===== src/rtl/uart_pkg.sv =====
// Shared UART definitions: default widths and the layout of one stored
// receive entry. The receiver and the receive FIFO use the same defaults.
package uart_pkg;

    localparam int UART_DATA_BITS        = 8;
    localparam int RX_FIFO_DEPTH_DEFAULT = 16;

    // One received frame as stored in the FIFO. Status bits sit above the
    // payload, so the flat vector form is {parity_err, frame_err, data}.
    typedef struct packed {
        logic                      parity_err;
        logic                      frame_err;
        logic [UART_DATA_BITS-1:0] data;
    } rx_entry_t;

    localparam int RX_ENTRY_BITS = $bits(rx_entry_t);

endpackage : uart_pkg


===== src/rtl/uart_fifo_mem.sv =====
// Storage array for the receive FIFO: one synchronous write port and one
// asynchronous read port. Contents are not reset; the pointer and count
// logic in the parent decides which entries are meaningful.
module uart_fifo_mem #(
    parameter int WIDTH = 10,
    parameter int DEPTH = 16,
    parameter int AW    = $clog2(DEPTH)
) (
    input  logic             clk,
    input  logic             we,
    input  logic [AW-1:0]    waddr,
    input  logic [WIDTH-1:0] wdata,
    input  logic [AW-1:0]    raddr,
    output logic [WIDTH-1:0] rdata
);

    logic [WIDTH-1:0] mem_q [DEPTH];

    // Write the addressed entry when the parent commits a store.
    always_ff @(posedge clk) begin
        if (we) begin
            mem_q[waddr] <= wdata;
        end
    end

    // Combinational read so the head entry falls through without a bubble.
    always_comb begin
        rdata = mem_q[raddr];
    end

endmodule : uart_fifo_mem


===== src/rtl/uart_rx_fifo.sv =====
// Receive-side buffer behind the UART receiver. Each data_ready pulse
// offers one frame with its status bits; frames are kept in a
// first-word-fall-through FIFO and offered to the host on out_valid/out_ready.
//
// Handshake: out_valid is high whenever an entry is stored and does not
// depend on out_ready; the head is consumed on a clock edge where
// out_valid && out_ready. The head outputs read 0 while out_valid is low.
module uart_rx_fifo
    import uart_pkg::*;
#(
    parameter int DATA_BITS = UART_DATA_BITS,
    parameter int DEPTH     = RX_FIFO_DEPTH_DEFAULT
) (
    input  logic                     clk,
    input  logic                     reset,
    input  logic [DATA_BITS-1:0]     rx_data,
    input  logic                     data_ready,
    input  logic                     parity_err,
    input  logic                     frame_err,
    input  logic                     drop_errored,
    output logic [DATA_BITS-1:0]     out_data,
    output logic                     out_parity_err,
    output logic                     out_frame_err,
    output logic                     out_valid,
    input  logic                     out_ready,
    output logic [$clog2(DEPTH):0]   count,
    output logic                     overrun,
    input  logic                     overrun_clear,
    output logic [7:0]               drop_count
);

    localparam int AW = $clog2(DEPTH);
    localparam int CW = AW + 1;
    localparam int EW = DATA_BITS + 2;

    localparam logic [CW-1:0] COUNT_FULL = CW'(DEPTH);
    localparam logic [CW-1:0] COUNT_ONE  = CW'(1);
    localparam logic [AW-1:0] PTR_ONE    = AW'(1);

    logic [AW-1:0] wr_ptr_q, wr_ptr_d;
    logic [AW-1:0] rd_ptr_q, rd_ptr_d;
    logic [CW-1:0] count_q, count_d;
    logic          overrun_q, overrun_d;
    logic [7:0]    drop_count_q, drop_count_d;

    logic          has_err;
    logic          discard;
    logic          full;
    logic          pop;
    logic          store;
    logic          lost;
    logic [EW-1:0] wr_entry;
    logic [EW-1:0] head_entry;

    // Decide what this cycle's push and pop do. A discarded frame is
    // handled before the full check, so it can never cause an overrun.
    always_comb begin
        has_err  = parity_err | frame_err;
        discard  = data_ready & drop_errored & has_err;
        full     = (count_q == COUNT_FULL);
        pop      = out_valid & out_ready;
        store    = data_ready & ~discard & (~full | pop);
        lost     = data_ready & ~discard & full & ~pop;
        wr_entry = {parity_err, frame_err, rx_data};
    end

    // Next-state for pointers, occupancy, sticky overrun and drop counter.
    always_comb begin
        wr_ptr_d     = wr_ptr_q;
        rd_ptr_d     = rd_ptr_q;
        count_d      = count_q;
        overrun_d    = overrun_q;
        drop_count_d = drop_count_q;

        if (store) begin
            wr_ptr_d = wr_ptr_q + PTR_ONE;
        end
        if (pop) begin
            rd_ptr_d = rd_ptr_q + PTR_ONE;
        end

        if (store && !pop) begin
            count_d = count_q + COUNT_ONE;
        end else if (pop && !store) begin
            count_d = count_q - COUNT_ONE;
        end

        // Set wins over clear so a loss in the clearing cycle is not hidden.
        if (lost) begin
            overrun_d = 1'b1;
        end else if (overrun_clear) begin
            overrun_d = 1'b0;
        end

        if (discard && drop_count_q != 8'hFF) begin
            drop_count_d = drop_count_q + 8'd1;
        end
    end

    // Control state register; reset empties the buffer immediately.
    always_ff @(posedge clk or posedge reset) begin
        if (reset) begin
            wr_ptr_q     <= '0;
            rd_ptr_q     <= '0;
            count_q      <= '0;
            overrun_q    <= 1'b0;
            drop_count_q <= 8'd0;
        end else begin
            wr_ptr_q     <= wr_ptr_d;
            rd_ptr_q     <= rd_ptr_d;
            count_q      <= count_d;
            overrun_q    <= overrun_d;
            drop_count_q <= drop_count_d;
        end
    end

    uart_fifo_mem #(
        .WIDTH (EW),
        .DEPTH (DEPTH),
        .AW    (AW)
    ) u_mem (
        .clk   (clk),
        .we    (store),
        .waddr (wr_ptr_q),
        .wdata (wr_entry),
        .raddr (rd_ptr_q),
        .rdata (head_entry)
    );

    // Present the head entry, forced to zero while the buffer is empty.
    always_comb begin
        out_valid      = (count_q != '0);
        out_data       = '0;
        out_parity_err = 1'b0;
        out_frame_err  = 1'b0;
        if (out_valid) begin
            out_data       = head_entry[DATA_BITS-1:0];
            out_frame_err  = head_entry[DATA_BITS];
            out_parity_err = head_entry[DATA_BITS+1];
        end
        count      = count_q;
        overrun    = overrun_q;
        drop_count = drop_count_q;
    end

endmodule : uart_rx_fifo


===== config.mk =====
export PLATFORM = sky130hd
export DESIGN_NAME = uart_rx_fifo
export DESIGN_NICKNAME = d
export VERILOG_FILES = /design/src/rtl/uart_pkg.sv /design/src/rtl/uart_fifo_mem.sv /design/src/rtl/uart_rx_fifo.sv
export SDC_FILE = /design/constraint.sdc
export NUM_CORES = 1
export LEC_CHECK = 0
export BUFFER_PORTS_ARGS = -buffer_cell sky130_fd_sc_hd__buf_2
export CAP_MARGIN = 10
export CORE_MARGIN = 10
export CORE_UTILIZATION = 55
export CTS_BUF_LIST = sky130_fd_sc_hd__clkbuf_8
export CTS_CLUSTER_DIAMETER = 30
export DETAILED_ROUTE_END_ITERATION = 10
export PLACE_DENSITY = 0.73
export SLEW_MARGIN = 40
export SYNTH_ARGS = -nofsm -noshare
export SYNTH_HDL_FRONTEND = slang
export SYNTH_HIERARCHICAL = 1
export SYNTH_SLANG_ARGS = --single-unit

===== constraint.sdc =====
create_clock -name clk -period 3.8 [get_ports clk]
set_clock_uncertainty 0.05 [all_clocks]
set_input_delay 0.57 -clock clk [delete_from_list [all_inputs] [get_ports clk]]
set_output_delay 0.57 -clock clk [all_outputs]
set_load 0.1 [all_outputs]

# Word-level counts from Yosys, hierarchy flattened
# Memories as Yosys holds them, arrays and structs flattened.
# Index checks and enable logic that the tools add are counted.
[op_classes] n_addsub=5 n_eq_ne=2 muxes=9 n_bitwise=12 reduce_logical=8
[op_table] op="two-way mux 5 bit" count=2
[op_table] op="adder 4 x 1 -> 4 bit (second input constant)" count=2
[op_table] op="adder 8 x 1 -> 8 bit (second input constant)" count=1
[op_table] op="two-way mux 8 bit" count=1
[op_table] op="!= test 8 bit (second input constant)" count=1
[op_table] op="bitwise AND 1 bit" count=7
[op_table] op="two-way mux 1 bit" count=6
[op_table] op="adder 5 x 1 -> 5 bit (second input constant)" count=1
[op_table] op="== test 5 bit (second input constant)" count=1
[op_table] op="nonzero test 5 bit" count=1
[op_table] op="subtractor 5 x 1 -> 5 bit (second input constant)" count=1
[op_table] op="nonzero test 2 bit" count=2
[op_table] op="logical AND 1 bit" count=3
[op_table] op="NOT 1 bit" count=3
[op_table] op="logical NOT 1 bit" count=2
[op_table] op="OR 1 bit" count=2
[totals] register_bits=22 ram_bits=160 in_bits=16 output_inout_bits=25 elab_cells=42 mem_count=1
[mem_list] memory="u_mem.mem_q" words=16 word_bits=10 rd=1 rd_clocked_by_memory_dff=0 write_ports=1 line="uart_fifo_mem.sv:17" rtl="logic [WIDTH-1:0] mem_q [DEPTH];"

# Longest topological paths before layout
# Gate-level depths: netlist of the first run.
[logic_depth] depth_word=9 ltp_mapped=9 ltp_nobuf=9

# Cells and area by module
# Netlist of the first run, hierarchy kept.
[modules_own_cells] module="uart_fifo_mem" n_inst=1 cells_each=269 area_per_inst_um2=6153.4 seq_area_each_um2=4804.6
[modules_own_cells] module="uart_rx_fifo" n_inst=1 cells_each=108 area_per_inst_um2=1193.6 seq_area_each_um2=550.5

# Least setup slack after synthesis of the first run
# No wires, ideal clock.
[synth_timing] path_kind="register to output" startpoint="register count_q[0], in the netlist count[0]" endpoint="output out_data[0]" arrival_time_ps=3275 required_time_ps=3180 path_slack_ps=-95 path_stages_with_launch=5 n_path_buf=1 cell_sequence="dfrtp_1 > or4_4 > nand2b_1 > clkbuf_1 > and2_1"
[synth_via] elab_chain_cells=2
[synth_rtl] element="from (decl)" line="uart_rx_fifo.sv:42" rtl="logic [CW-1:0] count_q, count_d;"
[synth_rtl] element="from (signal assigned)" line="uart_rx_fifo.sv:111" rtl="count_q <= count_d;"
[synth_rtl] element="nonzero test 5 bit" line="uart_rx_fifo.sv:132" rtl="out_valid = (count_q != '0);"
[synth_rtl] element="via out_valid" line="uart_rx_fifo.sv:24" rtl="output logic out_valid,"
[synth_rtl] element="two-way mux 8 bit" line="uart_rx_fifo.sv:136" rtl="if (out_valid) begin"
[synth_rtl] element="to (decl)" line="uart_rx_fifo.sv:21" rtl="output logic [DATA_BITS-1:0] out_data,"
# The timed path passes the listed nets, and every way through them passes these cells.

# Worst setup path in the final report of the first run
[layout_timing] startpoint="register rd_ptr_q[0]" endpoint="output out_data[0]"
[layout_via] elab_chain_cells=2
[layout_rtl] element="from (decl)" line="uart_rx_fifo.sv:41" rtl="logic [AW-1:0] rd_ptr_q, rd_ptr_d;"
[layout_rtl] element="from (signal assigned)" line="uart_rx_fifo.sv:110" rtl="rd_ptr_q <= rd_ptr_d;"
[layout_rtl] element="memory (16 x 10 bit)"
[layout_rtl] element="via head_entry[0]" line="uart_rx_fifo.sv:53" rtl="logic [EW-1:0] head_entry;"
[layout_rtl] element="two-way mux 8 bit" line="uart_rx_fifo.sv:136"
# The timed path passes the listed nets, and every way through them passes these cells.

==> key figures, run 1 <==
Clock network
  – Number of instances resized during post-cts repair: 0
  – CTS H-tree depth: 4
  – CTS max path bufs: 2
  – Clock edge transition at the registers on the reported setup and hold paths: 90 ps
  – Clock Tree Root: clkbuf_8
  – TritonCTS clock tree: done
  – Hold_buf cts: 0
  – Clock latency on the worst-skew pair: 460 ps
  – Total CTS buffers: 17
  – Number of buffers inserted by post-CTS setup repair: 0
  – Total number of clock tree sinks: 182

Drt
  – DRC viols: 0
  – Detailed Route Iter0 Violations: 374
  – Post-detailed-routing wire length: 14050 µm
  – Final ANT Viol Nets: 0
  – Vias/cell: 5.943
  – Per-cell routed wire length: 22.05 µm
  – First-pass iteration count of the detailed router: 6
  – Via count: 3786

Setup path
  – Element type at the critical path start: flop
  – Critical path arrival: 2860 ps
  – Slowest stage cell, crit path: dfrtp_2
  – Crit path kind: reg -> out
  – RR Endpoint: count[4]$_DFFE_PP0P_
  – Launch instance of the worst register-to-register path: count[0]$_DFFE_PP0P_
  – Critical path cell sequence: buf_4 -> mux4_1 -> a22oi_1 -> nand2_1 -> and2_1 -> buf_2
  – Critical path required time: 3180 ps
  – Endpoint kind of the worst setup timing path: output pin
  – Slack of the worst reg-to-reg path: 350 ps
  – Length in cells of the worst reg-to-reg path: 9
  – Delay of the slowest critical-path stage: 790 ps
  – Highest net fanout along the worst path: 21

Logic synthesis
  – Cells after Synth: 377
  – Avg Cell Area, Syn: 19.49 µm²
  – Async set-reset flop share out of synthesis: 0.1209
  – Synth top area cells: edfxtp_1, mux4_2, dfrtp_1
  – Post-synth net total: 401
  – Cell variety after synth: 41
  – Area share of the leading cell type in the synthesized netlist: 0.6540
  – List of most frequent post-synthesis cells: edfxtp_1, mux4_2, dfrtp_1, a22oi_1, nand2_1
  – Count leader, synth: edfxtp_1
  – Flops & latches, synth: 182
  – EDFF count, synth: 160
  – Sequential area share after synthesis: 0.7289
  – Summed instance area of the synthesized netlist: 7347 µm²
  – Cell accounting for the most synthesized area: edfxtp_1
  – Number of warnings issued by yosys: 6
  – Dominant register cell in the synthesized netlist: edfxtp_1

STA
  – Final period util: 0.9149
  – Post-Route Setup TNS: 0 ps
  – Shortest period the worst path allows: 3477 ps
  – Final-report hold violation count: 0
  – Highest achievable clock rate: 0.2876 GHz
  – RSZ-0062 raised after global routing: no
  – Fin. max-slew vios: 0
  – Number of setup violations in the final report: 0
  – Slew margin rel.: 0.5229
  – Tightest Pin Transition: 713.0 ps

Global route
  – Total congestion overflow: 0
  – Antenna violations before repair: 0
  – First-pass GRT wire length: 21950 µm
  – Vias in the first global route: 3837
  – Overall Global Routing Usage: 0.1617
  – Largest net degree at the start of global routing: 33

Die
  – Floorplan die area: 18380 µm²
  – Standard cell core area: 13140 µm²
  – Standard-cell row count: 42
  – Number of primary I/O pins: 41
  – Horiz. Die Dim: 135.6 µm
  – Starting utilization of the core area: 0.5592
  – Die Y: 135.6 µm

Flow run
  – Max-cap violations: 0

Placed design
  – Port Buf Inserts: 40
  – Final HPWL from detailed placement: 9312 µm
  – RePlAce Congestion: 0.8324

Worst hold path
  – Min-delay worst type: in -> async

Final layout
  – Area growth from synthesis to final layout: 12.53%
  – Number of diodes: 0
  – Utilization of the core after routing: 0.6293
  – Final net count: 473
  – Fraction of layout instances using a drive strength above 1: 0.2907

Outcome
  – Result of the run: completed
[routing by layer]
layer	wire length [µm]	track usage
met5	0	0
met4	262	0.06100
met3	721	0.04043
met2	7230	0.2624
met1	5833	0.2059
[layout by cell type (no fill, tap or decap), drive strengths merged, types with 2 or more instances in the layout]
master,n
nand4,3
mux2,6
a22oi,20
xor2,4
xnor2,10
nand3b,2
nand2,19
o21ai,4
a21oi,3
clkinv,6
inv,9
ha,7
and2,12
nor2b,2
nand2b,5
buf,67
nor3,5
clkbuf,17
and3,2
dfrtp,22
mux4,40
nor2,17
a21o,2
nand3,4
edfxtp,160
[sequential cells by signal (all words and copies together), names as in the netlist]
name and count:
u_mem/mem_q 160, rd_ptr_q 4, drop_count 8, count 5
wr_ptr_q 4, overrun 1
[worst max-delay path, delay by kind of cell, from the launching register on]
kind | cells | cell delay [ps]
AND/OR/NAND/NOR | 2 | 240
flip-flops | 1 | 790
AO/OA/AOI/OAI | 1 | 190
buffers and inverters | 2 | 600
multiplexers | 1 | 570
[how the worst max path moves through the flow]
stage	to	depth (start not counted)	from	slack (ps)
global placement	count[4]$_DFFE_PP0P_	9	count[0]$_DFFE_PP0P_	550
CTS	out_data[0]	6	rd_ptr_q[0]$_DFFE_PP0N_	280
finish	out_data[0]	6	rd_ptr_q[0]$_DFFE_PP0N_	320
floorplan	count[4]$_DFFE_PP0P_	9	count[0]$_DFFE_PP0P_	200
global route	count[4]$_DFFE_PP0P_	9	count[0]$_DFFE_PP0P_	130
detailed placement	count[4]$_DFFE_PP0P_	10	parity_err	380
[area by class of cell]
cell class,instances,area [µm²]
fill,940,4870
clock buffer,17,234.0
clock inverter,14,127.6
inverter,3,11.26
tap,176,220.2
multi-input combinational,178,1891
sequential,182,5356
timing repair buffer,67,427.9
[cells by family (layout without fill, tap and decap cells)]
group / count (synthesis) / count (layout) / share of synthesized area
xor+xnor: 14 / 14 / 0.01669
flops: 182 / 182 / 0.7289
fa+ha+maj: 8 / 8 / 0.01465
compound gates: 36 / 36 / 0.03695
simple gates: 74 / 74 / 0.05058
buf+inv: 17 / 101 / 0.01379
mux: 46 / 46 / 0.1385
[metrics by stage]
step / setup slack, ps / hold WS (ps) / instances / instance area, µm²
2_1_floorplan: 202.7 / 439.7 / 377 / 7348
3_3_place_gp: 547.9 / 421.4 / 606 / 7906
3_5_place_dp: 375.9 / 428.7 / 606 / 7906
4_1_cts: 276.8 / 223.1 / 637 / 8268
5_1_grt: 131.4 / 73.90 / 637 / 8268
6_report: 323.3 / 58.24 / 637 / 8268
Power of run 1 is left out: the tool's default activity adds up to more than one toggle a clock period on the data nets, which glitch-free logic cannot reach.
==> run 2, diff against run 1 <==
--- a/config.mk
+++ b/config.mk
@@ -5,16 +5,15 @@
 export SDC_FILE = /design/constraint.sdc
 export NUM_CORES = 1
 export LEC_CHECK = 0
-export BUFFER_PORTS_ARGS = -buffer_cell sky130_fd_sc_hd__buf_2
 export CAP_MARGIN = 10
 export CORE_MARGIN = 10
 export CORE_UTILIZATION = 55
 export CTS_BUF_LIST = sky130_fd_sc_hd__clkbuf_8
 export CTS_CLUSTER_DIAMETER = 30
 export DETAILED_ROUTE_END_ITERATION = 10
-export PLACE_DENSITY = 0.73
+export DONT_BUFFER_PORTS = 1
+export PLACE_DENSITY = 0.7
 export SLEW_MARGIN = 40
 export SYNTH_ARGS = -nofsm -noshare
 export SYNTH_HDL_FRONTEND = slang
-export SYNTH_HIERARCHICAL = 1
 export SYNTH_SLANG_ARGS = --single-unit
==> key figures, run 2 <==
Logic synthesis
  – Fraction of synthesized area in multiplexers: 0.1556 (+0.01713)
  – Async set-reset flop share out of synthesis: 0.1209 (unchanged)
  – Number of warnings issued by yosys: 0 (-6)
  – Flops & latches, synth: 182 (unchanged)
  – Simple-Gate Fraction of Synth Area: 0.03597 (-0.01461)
  – Area share of xor/xnor cells in the synthesized design: 0.01900 (+0.002313)
  – Sequential area share after synthesis: 0.7262 (-0.002721)
  – List of most frequent post-synthesis cells: edfxtp_1, mux4_2, dfrtp_1, and2_1, xnor2_1
  – Cell variety after synth: 38 (-7.3%)
  – Count leader, synth: edfxtp_1
  – Avg Cell Area, Syn: 19.67 µm² (+0.91%)
  – Synth top area cells: edfxtp_1, mux4_2, dfrtp_1
  – Area share of the leading cell type in the synthesized netlist: 0.6515 (-0.002441)
  – Dominant register cell in the synthesized netlist: edfxtp_1
  – Dominant combinational cell family by area after synthesis: multiplexers
  – Summed instance area of the synthesized netlist: 7375 µm² (+0.37%)
  – EDFF count, synth: 160 (unchanged)
  – Cell accounting for the most synthesized area: edfxtp_1
  – Compound-Gate Fraction of Synth Area: 0.03071 (-0.006246)
  – Adder-cell area share of the yosys netlist: 0.01968 (+0.005035)
  – Post-synth net total: 402 (+0.25%)
  – Cells after Synth: 375 (-0.53%)

Drt
  – Top Metal Used: met4
  – Per-cell routed wire length: 23.76 µm (+7.8%)
  – First-pass iteration count of the detailed router: 4 (-2)
  – Post-detailed-routing wire length: 14000 µm (-0.36%)
  – Via count: 3492 (-7.8%)
  – Detailed Route Iter0 Violations: 307 (-18%)
  – Final ANT Viol Nets: 0 (unchanged)
  – DRC viols: 0 (unchanged)
  – Vias/cell: 5.929 (-0.25%)
  – Met1 wire length: 5722 µm (-1.9%)
  – Met2 routed WL: 7074 µm (-2.2%)
  – Detailed route wirelength on metal3: 929 µm (+29%)

Setup path
  – Cell repeated most along the worst path: ha_1
  – Critical path required time: 4100 ps (+920 ps)
  – Slowest stage cell, crit path: or4_4
  – Cell family with the largest share of critical-path delay: compound AO/OA/AOI/OAI gates
  – Endpoint kind of the worst setup timing path: flop
  – Element type at the critical path start: flop
  – Critical path arrival: 3650 ps (+790 ps)
  – Highest net fanout along the worst path: 7 (-67%)
  – Crit path kind: reg -> reg
  – Delay of the slowest critical-path stage: 570 ps (-220 ps)
  – Combined buffer and inverter count along the critical path: 2 (unchanged)
  – Critical path cell sequence: or4_4 -> o311ai_4 -> inv_2 -> ha_1 -> inv_1 -> ha_1 -> a21o_1 -> a2111oi_0 -> a31oi_1 -> a221o_1

STA
  – Final period util: 0.8819 (-0.03307)
  – Tightest Pin Transition: 673.5 ps (-39.50 ps)
  – Final-report hold violation count: 0 (unchanged)
  – Post-Route Setup TNS: 0 ps (unchanged)
  – Slew margin rel.: 0.5451 (+0.02218)
  – Highest achievable clock rate: 0.2984 GHz (+3.8%)
  – RSZ-0062 raised after global routing: no
  – Shortest period the worst path allows: 3351 ps (-125.7 ps)
  – Number of setup violations in the final report: 0 (unchanged)
  – Fin. max-slew vios: 0 (unchanged)

Final layout
  – Area growth from synthesis to final layout: 11.27%
  – Max FFs per register: 160 (unchanged)
  – Most common library cell in the layout ignoring fill and taps: edfxtp_1
  – Most frequent cells in the layout: edfxtp_1, mux4_2, and2_1, clkbuf_8, buf_4
  – Final net count: 427 (-9.7%)
  – Final standard cell area without fillers: 8205 µm² (-0.76%)
  – Register with the highest flop count: u_mem.mem_q
  – Number of diodes: 0 (unchanged)
  – Fraction of layout instances using a drive strength above 1: 0.3099 (+0.01925)

Die
  – Starting utilization of the core area: 0.5591 (about the same)
  – Floorplan die area: 18440 µm² (+0.32%)
  – Number of primary I/O pins: 41 (unchanged)
  – Standard cell core area: 13190 µm² (+0.40%)
  – Die Y: 135.8 µm (+0.16%)
  – Horiz. Die Dim: 135.8 µm (+0.16%)
  – Standard-cell row count: 42 (unchanged)

Global route
  – Vias in the first global route: 3860 (+0.60%)
  – Antenna violations before repair: 0 (unchanged)
  – Largest net degree at the start of global routing: 31 (-6.1%)
  – First-pass GRT wire length: 22310 µm (+1.6%)
  – Total congestion overflow: 0 (unchanged)
  – Overall Global Routing Usage: 0.1648 (+0.003145)

Clock network
  – Total number of clock tree sinks: 182 (unchanged)
  – Number of buffers inserted by post-CTS setup repair: 0 (unchanged)
  – Clock edge transition at the registers on the reported setup and hold paths: 90 ps (about the same)
  – CTS max path bufs: 2 (unchanged)
  – TritonCTS clock tree: done
  – Number of instances resized during post-cts repair: 0 (unchanged)
  – Clock Tree Root: clkbuf_8
  – Total CTS buffers: 17 (unchanged)
  – Clock latency on the worst-skew pair: 460 ps (about the same)
  – CTS H-tree depth: 4 (unchanged)

Placed design
  – Final HPWL from detailed placement: 8824 µm (-5.2%)
  – Port Buf Inserts: 0 (-100%)
  – RePlAce Congestion: 0.7598 (-8.7%)
  – Area after detailed placement: 7797 µm² (-1.4%)

Flow run
  – Max-cap violations: 0 (unchanged)

Worst hold path
  – Min-delay worst type: in -> reg

Outcome
  – Result of the run: completed
run 2: cell count changes after synthesis, sizes merged, moves of 5 or more:
cell   before  now
mux2        6   13
a22oi      20    0
a21oi       3   13
nand2      19    7
nor2       17    1
mux2i       0   10
o21ai       4   14
and2       12   17
run 2: routing by layer:
layer | up-vias | global-route usage
met3 | 22 | 0.05007
li1 | 1560 | -
met5 | - | 0
met2 | 90 | 0.2659
met4 | 0 | 0.07297
met1 | 1820 | 0.2010
run 2: kinds of logic after synthesis:
kind of cell               after synthesis
DFF                                    182
muxes                                   63
and+or+nand+nor                         45
AOI/OAI and AO/OA                       36
buffers and inverters                   22
xor gates and xnor gates                16
adders and majority gates               11
run 2: repair_timing:
| action | 4_1_cts | 5_1_grt |
|---|---|---|
| endpoints found under the setup margin | 0 | 0 |
| hold buffers | 0 | 1 |
| hold endpoints to repair | 0 | 22 |
run 2: area by class of cell:
type	instances	area (µm²)
Sequential cell	182	5371
Fill cell	950	4985
Multi-Input combinational cell	171	1964
Clock buffer	17	234.0
Timing Repair Buffer	22	230.2
Tap cell	176	220.2
Clock inverter	15	162.7
Inverter	6	22.52
run 2: through the flow:
step	worst slack, ps	util	hold WS, ps	cells
6_report	448.9	0.6221	139.4	589
5_1_grt	172.3	0.6221	111.8	589
4_1_cts	418.0	0.6212	108.8	588
3_5_place_dp	481.7	0.5912	434.2	556
3_3_place_gp	594.8	0.5902	426.6	556
2_1_floorplan	93.11	-	443.2	375
run 2: worst register-to-register path, cell delays in order (launching register included):
cell	delay, ps
dfrtp_1	390
or4_4	570
o311ai_4	300
inv_2	130
ha_1	240
inv_1	180
ha_1	310
a21o_1	220
a2111oi_0	460
a31oi_1	80
a221o_1	320
run 2: path summary, 6_finish.rpt:
| path | slack [ps] | depth (start not counted) | start | end |
|---|---|---|---|---|
| max in group asynchronous | 2820 | 2 | reset | rd_ptr_q[1]$_DFFE_PP0N_ |
| setup reg to reg | 450 | 10 | count[0]$_DFFE_PP0P_ | count[4]$_DFFE_PP0P_ |
| hold / removal | 140 | 1 | out_ready | overrun$_DFFE_PP0P_ |
| hold reg to reg | 450 | 1 | rd_ptr_q[3]$_DFFE_PP0N_ | rd_ptr_q[3]$_DFFE_PP0N_ |
| setup / recovery | 450 | 10 | count[0]$_DFFE_PP0P_ | count[4]$_DFFE_PP0P_ |
| min in group asynchronous | 530 | 2 | reset | rd_ptr_q[1]$_DFFE_PP0N_ |
Power of run 2 is left out for the same reason.
==> run 3, diff against run 2 <==
--- a/config.mk
+++ b/config.mk
@@ -12,7 +12,8 @@
 export CTS_CLUSTER_DIAMETER = 30
 export DETAILED_ROUTE_END_ITERATION = 10
 export DONT_BUFFER_PORTS = 1
-export PLACE_DENSITY = 0.7
+export GPL_ROUTABILITY_DRIVEN = 0
+export PLACE_DENSITY_LB_ADDON = 0.05
 export SLEW_MARGIN = 40
 export SYNTH_ARGS = -nofsm -noshare
 export SYNTH_HDL_FRONTEND = slang
==> key figures, run 3 (synthesis results as in run 2) <==
Setup path
  – Cell family with the largest share of critical-path delay: compound AO/OA/AOI/OAI gates
  – Crit path kind: reg -> reg
  – Element type at the critical path start: flop
  – Start point of the critical path: count[0]$_DFFE_PP0P_
  – Critical path cell sequence: or4_4 -> o311ai_4 -> inv_2 -> ha_1 -> inv_1 -> ha_1 -> a21o_1 -> a2111oi_0 -> a31oi_1 -> a221o_1
  – Critical path required time: 4080 ps (-20 ps)
  – Cell repeated most along the worst path: ha_1
  – Combined buffer and inverter count along the critical path: 2 (unchanged)
  – Launch instance of the worst register-to-register path: count[0]$_DFFE_PP0P_
  – Highest net fanout along the worst path: 7 (unchanged)
  – Endpoint kind of the worst setup timing path: flop
  – Delay of the slowest critical-path stage: 570 ps (about the same)
  – Critical path arrival: 3730 ps (+80 ps)
  – Slowest stage cell, crit path: or4_4

STA
  – RSZ-0062 raised after global routing: no
  – Final-report hold violation count: 0 (unchanged)
  – Tightest Pin Transition: 740.9 ps (+67.35 ps)
  – Highest achievable clock rate: 0.2901 GHz (-2.8%)
  – Shortest period the worst path allows: 3447 ps (+96.31 ps)
  – Setup slack after layout: 352.6 ps (-96.31 ps)
  – Final period util: 0.9072 (+0.02534)
  – Post-Route Setup TNS: 0 ps (unchanged)
  – Number of setup violations in the final report: 0 (unchanged)
  – Slew margin rel.: 0.5061 (-0.03898)
  – Fin. max-slew vios: 0 (unchanged)

Clock network
  – CTS max path bufs: 2 (unchanged)
  – Clock Tree Root: clkbuf_8
  – Total CTS buffers: 17 (unchanged)
  – Clock latency on the worst-skew pair: 450 ps (about the same)
  – TritonCTS clock tree: done
  – Hold_buf cts: 1 (+1)
  – Number of buffers inserted by post-CTS setup repair: 0 (unchanged)
  – Number of instances resized during post-cts repair: 0 (unchanged)
  – Clock edge transition at the registers on the reported setup and hold paths: 80 ps (about the same)
  – Total number of clock tree sinks: 182 (unchanged)
  – CTS H-tree depth: 4 (unchanged)

Global route
  – Antenna violations before repair: 0 (unchanged)
  – Overall Global Routing Usage: 0.1630 (-0.001773)
  – Largest net degree at the start of global routing: 30 (-3.2%)
  – First-pass GRT wire length: 21700 µm (-2.7%)
  – Vias in the first global route: 3744 (-3.0%)
  – Total congestion overflow: 0 (unchanged)

Drt
  – Post-detailed-routing wire length: 14120 µm (+0.89%)
  – Final ANT Viol Nets: 0 (unchanged)
  – Detailed Route Iter0 Violations: 309 (+0.65%)
  – First-pass iteration count of the detailed router: 4 (unchanged)
  – Via count: 3475 (-0.49%)
  – Vias/cell: 5.880 (-0.82%)
  – DRC viols: 0 (unchanged)
  – Per-cell routed wire length: 23.90 µm (+0.55%)

Final layout
  – Area growth from synthesis to final layout: 11.86%
  – Area taken by flip-flops and latches: 5368 µm² (about the same)
  – Most common library cell in the layout ignoring fill and taps: edfxtp_1
  – Most frequent cells in the layout: edfxtp_1, mux4_2, and2_1, clkbuf_8
  – Number of diodes: 0 (unchanged)
  – Max FFs per register: 160 (unchanged)
  – Fraction of layout instances using a drive strength above 1: 0.3012 (-0.008723)
  – Area of the multi-input gates: 1964 µm² (unchanged)
  – # fillers: 906 (-4.6%)
  – Final net count: 429 (+0.47%)
  – Register with the highest flop count: u_mem.mem_q

Die
  – Starting utilization of the core area: 0.5591 (unchanged)
  – Die Y: 135.8 µm (unchanged)
  – Number of primary I/O pins: 41 (unchanged)
  – Horiz. Die Dim: 135.8 µm (unchanged)
  – Standard cell core area: 13190 µm² (unchanged)
  – Standard-cell row count: 42 (unchanged)
  – Floorplan die area: 18440 µm² (unchanged)

Outcome
  – Result of the run: completed

Worst hold path
  – Min-delay worst type: in -> reg
  – Hold path start: out_ready

Placed design
  – Final HPWL from detailed placement: 8926 µm (+1.2%)
  – Port Buf Inserts: 0 (unchanged)
  – Worst setup timing slack at the placement stage: 438.0 ps (-43.73 ps)

Flow run
  – Max-cap violations: 0 (unchanged)
## run 3: cell types whose count changed in the layout (fill, tap and decap cells not counted)
cell and change:
dfrtp_1 +1, buf_4 -2, buf_12 +4, clkinv_4 -2, inv_1 +2, clkinv_1 +2
dfrtp_4 -1, clkinvlp_4 -2
## run 3: per-stage QoR
step                      area, µm²  utilization  instances  hold WS (ps)
after CTS                      8249       0.6254        591         119.0
after global routing           8249       0.6254        591         124.6
after floorplan                7410            -        375         443.2
after detailed placement       7860       0.5959        558         442.6
final                          8249       0.6254        591         156.0
after global placement         7850       0.5951        558         474.7
## run 3: layout make-up
type                       instances  area share
inverter                           6    0.002730
clock inverter                    15     0.01759
multi-input combinational        171      0.2381
timing repair buffer              24     0.03580
tap                              176     0.02669
clock buffer                      17     0.02836
sequential                       182      0.6507
## run 3: per-layer routing
metal | vias up | share of wire | track usage | wire (µm)
met3 | 15 | 0.071 | 0.04933 | 1009
li1 | 1564 | - | - | -
met5 | - | 0 | 0 | 0
met1 | 1791 | 0.42 | 0.2064 | 5973
met4 | 0 | 0.017 | 0.07775 | 244
met2 | 105 | 0.49 | 0.2524 | 6894
## run 3: worst paths after layout
check | depth (start not counted) | slack [ps] | endpoint
max in group asynchronous | 2 | 2810 | rd_ptr_q[1]$_DFFE_PP0N_
max reg2reg | 10 | 350 | count[4]$_DFFE_PP0P_
min reg2reg | 1 | 510 | wr_ptr_q[3]$_DFFE_PP0P_
min | 1 | 160 | overrun$_DFFE_PP0P_
min in group asynchronous | 2 | 540 | drop_count[5]$_DFFE_PP0P_
max | 10 | 350 | count[4]$_DFFE_PP0P_
Power of run 3 is left out for the same reason.
